===== src/rtl/and_result_skid_buf.sv =====
// and_result_skid_buf: 2-entry valid/ready skid buffer for the AND-stage result word
// Ports: clk, rst_n (async active-low); in_valid/in_ready/in_c upstream side;
// out_valid/out_ready/out_c/out_zero downstream side.
// Optional RESULT_STATS_EN adds stats_clr, xfer_cnt, zero_cnt.
package my_pkg;
  localparam int N = 8;
endpackage

module and_result_skid_buf
  import my_pkg::*;
#(
  parameter int W = N
`ifdef RESULT_STATS_EN
  ,
  parameter int CNT_W = 16
`endif
) (
  input  logic         clk,
  input  logic         rst_n,
  input  logic         in_valid,
  output logic         in_ready,
  input  logic [W-1:0] in_c,
  output logic         out_valid,
  input  logic         out_ready,
  output logic [W-1:0] out_c,
  output logic         out_zero
`ifdef RESULT_STATS_EN
  ,
  input  logic             stats_clr,
  output logic [CNT_W-1:0] xfer_cnt,
  output logic [CNT_W-1:0] zero_cnt
`endif
);
  typedef enum logic [1:0] {EMPTY, ONE, FULL} state_t;
  state_t state_q, state_d;
  logic [W-1:0] main_q, main_d, skid_q, skid_d;
  logic zero_q, zero_d, in_ready_q, in_ready_d, out_valid_q, out_valid_d;
  logic in_fire, out_fire;
  assign in_fire = in_valid & in_ready_q;
  assign out_fire = out_valid_q & out_ready;
  always_comb begin
    state_d = state_q;
    main_d = main_q;
    skid_d = skid_q;
    case (state_q)
      EMPTY: if (in_fire) begin
        state_d = ONE;
        main_d = in_c;
      end
      ONE: if (in_fire && out_fire) main_d = in_c;
      else if (in_fire) begin
        state_d = FULL;
        skid_d = in_c;
      end
      else if (out_fire) state_d = EMPTY;
      FULL: if (out_fire) begin
        state_d = ONE;
        main_d = skid_q;
      end
      default: state_d = EMPTY;
    endcase
    // handshake outputs are registered from the next state so neither side sees a combinational path
    in_ready_d = state_d != FULL;
    out_valid_d = state_d != EMPTY;
    zero_d = ~|main_d;
  end
  always_ff @(posedge clk or negedge rst_n) begin
    if (!rst_n) begin
      state_q <= EMPTY;
      main_q <= '0;
      skid_q <= '0;
      zero_q <= 1'b1;
      in_ready_q <= 1'b1;
      out_valid_q <= 1'b0;
    end else begin
      state_q <= state_d;
      main_q <= main_d;
      skid_q <= skid_d;
      zero_q <= zero_d;
      in_ready_q <= in_ready_d;
      out_valid_q <= out_valid_d;
    end
  end
  assign in_ready = in_ready_q;
  assign out_valid = out_valid_q;
  assign out_c = main_q;
  assign out_zero = zero_q;
`ifdef RESULT_STATS_EN
  logic [CNT_W-1:0] xfer_cnt_q, xfer_cnt_d, zero_cnt_q, zero_cnt_d;
  // counters stick at all-ones; clear wins over a same-cycle increment
  always_comb begin
    xfer_cnt_d = stats_clr ? '0 : (out_fire && xfer_cnt_q != '1) ? xfer_cnt_q + 1'b1 : xfer_cnt_q;
    zero_cnt_d = stats_clr ? '0 : (out_fire && zero_q && zero_cnt_q != '1) ? zero_cnt_q + 1'b1 : zero_cnt_q;
  end
  always_ff @(posedge clk or negedge rst_n) begin
    if (!rst_n) begin
      xfer_cnt_q <= '0;
      zero_cnt_q <= '0;
    end else begin
      xfer_cnt_q <= xfer_cnt_d;
      zero_cnt_q <= zero_cnt_d;
    end
  end
  assign xfer_cnt = xfer_cnt_q;
  assign zero_cnt = zero_cnt_q;
`endif
endmodule

===== config.mk =====
export PLATFORM = sky130hd
export DESIGN_NAME = and_result_skid_buf
export DESIGN_NICKNAME = d
export VERILOG_FILES = /design/src/rtl/and_result_skid_buf.sv
export SDC_FILE = /design/constraint.sdc
export NUM_CORES = 1
export LEC_CHECK = 0
export ABC_AREA = 1
export ABC_CLOCK_PERIOD_IN_PS = 3300
export CAP_MARGIN = 25
export CORE_ASPECT_RATIO = 1.25
export CORE_UTILIZATION = 51
export DETAILED_ROUTE_END_ITERATION = 8
export PLACE_DENSITY = 0.82
export SLEW_MARGIN = 20
export SYNTH_ARGS = -nofsm -noshare
export SYNTH_HDL_FRONTEND = slang
export SYNTH_SLANG_ARGS = --single-unit
export TNS_END_PERCENT = 1

===== constraint.sdc =====
create_clock -name clk -period 3.3 [get_ports clk]
set_clock_uncertainty 0.1 [all_clocks]
set_input_delay 0.495 -clock clk [delete_from_list [all_inputs] [get_ports clk]]
set_output_delay 0.495 -clock clk [all_outputs]
set_load 0.01 [all_outputs]

==> results.yml, run 1 <==
sta:
  holdWs_ns: 0.363
  min_period_ns: 1.99
  tightest_slew_ns: 0.425
  rsz0062_at_grt: "no"
  slew_headroom: 0.715
  fin_tns_setup_ns: 0
  slew_viol_final: 0
  finalCritPeriodShare: 0.603
  fmax_ghz: 0.503
  finalSetupViolCount: 0
  hold_viol_final: 0
logic_synthesis:
  yosysWarnings: 0
  yosys.area.top_type: "dfrtp_1"
  ys_ff_latch: 21
  synthCells: 114
  synth_fp_nets: 126
  synth.area.top_cells: "dfrtp_1, nand2_1, dfstp_2"
  ys_seq_area_frac: 0.538
  async_flop_share: 1.00
  avgSynthCellArea_um2: 8.62
  synth_cell_types: 22
  ys.flop_type: "dfrtp_1"
  synth.top_cell.area_share: 0.484
  synth-edff-count: 0
  synth_area_um2: 982
final_layout:
  num_antenna_cells: 0
  finalInstanceArea_um2: 1260
  layout-drive-gt1-share: 0.150
  fin_nets: 153
  syn_to_final_growth_pct: 28.5
flow_run:
  maxCapViolCount: 0
clocking:
  cts_buffers: 3
  clk_pin_slew_ns: 0.11
  cts_buffer_depth: 2
  cts.hold.buffers_added: 0
  post_cts_buffers: 0
  cts.sinks: 21
  cts_max_level: 1
  cts_tree: "yes"
  cts_resized: 0
  clk-insertion-delay-late_ns: 0.30
  cts_root_buffer: "clkbuf_4"
worst_setup_path:
  crit_slowest_cell: "dfstp_2"
  slowest_delay_ns: 0.55
  critPathCaptureType: "primary output"
  worst-path-buf-inv: 1
  crit_family: "flip-flops"
  crit_arrival_ns: 1.39
  critical_path_class: "reg2out"
  crit_path_start_kind: "register"
  cp_data_required_time_ns: 2.70
  ff2ff_setup_slack_ns: 1.65
  cp_max_fo: 2
  crit_chain: "clkdlybuf4s50_1"
grt:
  grt_use_total: 0.219
  grt_pass1_wl_mm: 3.11
  grt_overflow_total: 0
  grt_pass1_vias: 740
  antenna_found_initial: 0
  grt_max_degree: 22
detailed_routing:
  first_iter_violations: 19
  drt-pass1-iter-count: 4
  detail-route-antenna-nets: 0
  post_drt_wl_per_cell_um: 11.8
  vias: 795
  routed_via_density: 5.00
  drc: 0
  routed_wl_mm: 1.87
power:
  p_clk_frac: 0.116
  p_seq_frac: 0.429
  vdd_ir_drop_max_v: 0.000484
  switchingPower_w: 0.000412
  p_leak_nw: 0.630
  p_per_area_nw_per_um2: 836
  p_int_w: 0.000644
  combPwrFrac: 0.455
  switching_share: 0.390
floorplanning:
  die_w_um: 41.3
  coreArea_um2: 1790
  io_pins: 23
  die_h_um: 51.1
  dieArea_um2: 2110
  rows: 17
  start_util: 0.550
min_path:
  hp-class: "in2async"
status:
  status: "finished clean"
place:
  dpl_cell_area_um2: 1220
  hpwlAfterDp_mm: 1.42
  portBuffers: 22
  gp_congestion: 0.807
[worst paths after layout]
kind,from,end,cells after the start
worst max register to register,in_ready$_DFF_PN1_,out_zero$_DFF_PN1_,9
min in group clk,skid_q[5]$_DFFE_PN0P_,skid_q[5]$_DFFE_PN0P_,2
worst min register to register,skid_q[5]$_DFFE_PN0P_,skid_q[5]$_DFFE_PN0P_,2
max in group asynchronous,rst_n,out_zero$_DFF_PN1_,2
worst min-delay path,rst_n,out_c[1]$_DFF_PN0_,1
worst max-delay path,in_ready$_DFF_PN1_,in_ready,1
[final cells by class]
cell class                 count  area (µm²)
sequential                    21         528
tap                           19        23.8
fill                         152         524
clock buffer                   4        26.3
multi-input combinational     79         400
inverter                      13        48.8
timing repair buffer          23         235
[power by group through the flow]
stage / logic [W] / clock network, W / registers [W]
2_1_floorplan: 0.000265 / 0 / 0.000477
3_3_place_gp: 0.000468 / 0 / 0.000454
3_5_place_dp: 0.000479 / 0 / 0.000458
4_1_cts: 0.000481 / 0.000124 / 0.000454
5_1_grt: 0.000538 / 0.000131 / 0.000469
6_report: 0.000480 / 0.000123 / 0.000453
[registers in the layout (all words and copies together) (netlist names)]
register   cells
out_valid      1
out_zero       1
in_ready       1
skid_q         8
state_q        2
out_c          8
[through the flow]
step	utilization	power [W]	setup slack [ns]	instances
floorplan	-	0.000742	1.74	114
global placement	0.683	0.000922	1.22	154
detailed placement	0.683	0.000937	1.17	154
CTS	0.698	0.00106	1.30	158
global route	0.707	0.00114	1.29	159
finish	0.707	0.00106	1.31	159
[synth_stat cells (2+ instances only)]
| master | number |
|---|---|
| nor2_1 | 4 |
| nor2_2 | 2 |
| dfstp_2 | 2 |
| inv_1 | 10 |
| o21ai_0 | 2 |
| nand4_1 | 2 |
| nand2_2 | 4 |
| nand2_1 | 45 |
| nand2_4 | 2 |
| nand3_1 | 7 |
| o21ai_1 | 3 |
| inv_2 | 3 |
| dfrtp_1 | 19 |
[cell families (layout without fill, tap and decap cells)]
family / count (synthesis) / count (layout) / share of synthesized area
AOI/OAI and AO/OA: 9 / 9 / 0.0624
buffers and inverters: 14 / 40 / 0.0548
DFF: 21 / 21 / 0.538
and+or+nand+nor: 70 / 70 / 0.345
[cells in the final DEF (no fill, tap or decap), types with 2 or more instances in the layout]
cell / instances
clkbuf_4: 3
clkdlybuf4s50_1: 22
dfrtp_1: 19
dfstp_2: 2
inv_1: 10
inv_2: 3
nand2_1: 45
nand2_2: 4
nand2_4: 2
nand3_1: 7
nand4_1: 2
nor2_1: 4
nor2_2: 2
o21ai_0: 2
o21ai_1: 3
[metal layers]
metal  vias up  wire (µm)  global-route usage
met5         -          0                   0
met4         0         49               0.118
met3         5         55              0.0261
met2        19        937               0.354
met1       359        829               0.269
li1        412          -                   -
No activity file was read; power rests on OpenSTA's default activity.
==> inputs of run 2 (changes only) <==
ABC_CLOCK_PERIOD_IN_PS = 1600   (was 3300)
CORE_UTILIZATION = 43   (was 51)
PLACE_DENSITY = 0.74   (was 0.82)
clock period = 1.6 ns   (was 3.3 ns; I/O delays follow)
==> run 2 against run 1 <==
Sequential share of layout area fell by 2.4 points. Register-to-register slack worse by 1.6 ns. Clock power grew 110%. Non-clock buffer count grew 7. Via count up 6.9%. First-iteration DRC count shrank 11%. Combinational power rose by 130%. Largest power group unchanged. Flip-flop and latch count did not move.
==> results.yml, run 2 (same netlist as run 1, synthesis figures left out) <==
final_layout:
  most-common-layout-cells: "nand2_1, clkdlybuf4s50_1, dfrtp_1, inv_1, buf_4"
  layout-drive-gt1-share: 0.211
  finalInstanceArea_um2: 1340
  num_antenna_cells: 0
  fin_nets: 160
  syn_to_final_growth_pct: 36.7
  final_common_cell: "nand2_1"
place:
  dpl_cell_area_um2: 1290
  hpwlAfterDp_mm: 1.44
  portBuffers: 22
  gp_congestion: 0.773
floorplanning:
  coreArea_um2: 2190
  die_h_um: 55.4
  start_util: 0.449
  io_pins: 23
  rows: 19
  dieArea_um2: 2480
  die_w_um: 44.7
sta:
  slew_headroom: 0.820
  hold_viol_final: 0
  fmax_ghz: 0.644
  rsz0062_at_grt: "yes"
  holdWs_ns: 0.160
  slew_viol_final: 0
  min_period_ns: 1.55
  tightest_slew_ns: 0.268
  finalSetupViolCount: 0
  finalCritPeriodShare: 0.971
detailed_routing:
  vias: 850
  drt-pass1-iter-count: 4
  detail-route-antenna-nets: 0
  routed_via_density: 4.78
  drc: 0
  post_drt_wl_per_cell_um: 10.9
  routed_wl_mm: 1.95
  first_iter_violations: 17
grt:
  grt_pass1_vias: 802
  grt_use_total: 0.173
  grt_max_degree: 22
  antenna_found_initial: 0
  grt_pass1_wl_mm: 3.22
  grt_overflow_total: 0
min_path:
  hp-class: "in2async"
power:
  finalPower_w: 0.00229
  p_leak_nw: 0.677
  p_per_area_nw_per_um2: 1710
  vdd_ir_drop_max_v: 0.000926
worst_setup_path:
  cp_data_required_time_ns: 1.26
  cp_max_fo: 2
  critPathCaptureType: "primary output"
  crit_arrival_ns: 1.21
  slowest_delay_ns: 0.54
  crit_slowest_cell: "clkdlybuf4s50_1"
  critical_path_class: "reg2out"
  crit_chain: "clkdlybuf4s50_1"
  crit_family: "buffers and inverters"
  worst-path-buf-inv: 1
  crit_path_start_kind: "register"
clocking:
  cts_root_buffer: "clkbuf_4"
  cts.hold.buffers_added: 0
  clk-insertion-delay-late_ns: 0.30
  clk_pin_slew_ns: 0.11
  cts_max_level: 1
  cts.sinks: 21
  cts_tree: "yes"
  cts_buffers: 3
  cts_buffer_depth: 2
status:
  status: "finished clean"
flow_run:
  maxCapViolCount: 0
-- run 2: cell count changes in the layout (fill, tap and decap cells not counted), sizes merged --
| cell | delta |
|---|---|
| buf | +7 |
| clkdlybuf4s50 | -3 |
| dlygate4sd2 | +3 |
-- run 2: path summary, 6_finish.rpt --
check / startpoint / end / slack (ns) / depth (start not counted)
worst max-delay path: out_c[4]$_DFF_PN0_ / out_c[4] / 0.05 / 1
worst min-delay path: rst_n / out_c[1]$_DFF_PN0_ / 0.16 / 2
worst max register to register: in_ready$_DFF_PN1_ / out_zero$_DFF_PN1_ / 0.05 / 8
worst min register to register: skid_q[1]$_DFFE_PN0P_ / skid_q[1]$_DFFE_PN0P_ / 0.39 / 2
max in group asynchronous: rst_n / out_zero$_DFF_PN1_ / 0.97 / 2
min in group clk: skid_q[1]$_DFFE_PN0P_ / skid_q[1]$_DFFE_PN0P_ / 0.39 / 2
-- run 2: per-stage QoR --
stage / setup WS [ns] / cells / util / TNS [ns]
final: 0.0468 / 178 / 0.614 / 0
after global routing: -0.0329 / 178 / 0.614 / -0.0896
after CTS: 0.0132 / 177 / 0.600 / 0
after detailed placement: -0.193 / 173 / 0.589 / -1.43
after global placement: -0.179 / 173 / 0.589 / -1.07
after floorplan: 0.0691 / 114 / - / 0
-- run 2: timing repair --
action	CTS	global route
endpoints found under the setup margin	3	10
resized for setup	3	7
buffers inserted	0	1
pin swaps	0	5
-- run 2: power breakdown --
group          internal, W  switching [W]
Clock            0.0000973       0.000160
Sequential        0.000778       0.000169
Combinational     0.000526       0.000564
Total              0.00140       0.000893
-- run 2: cell type report --
| class | instances | area, µm² |
|---|---|---|
| Fill cell | 212 | 845 |
| Sequential cell | 21 | 529 |
| Multi-Input combinational cell | 79 | 423 |
| Timing Repair Buffer | 30 | 277 |
| Inverter | 13 | 48.8 |
| Tap cell | 31 | 38.8 |
| Clock buffer | 4 | 26.3 |
-- run 2: layer usage --
layer | global-route usage | share of wire
met2 | 0.263 | 0.49
met4 | 0.0996 | 0.028
met3 | 0.0196 | 0.036
met1 | 0.232 | 0.44
met5 | 0 | 0
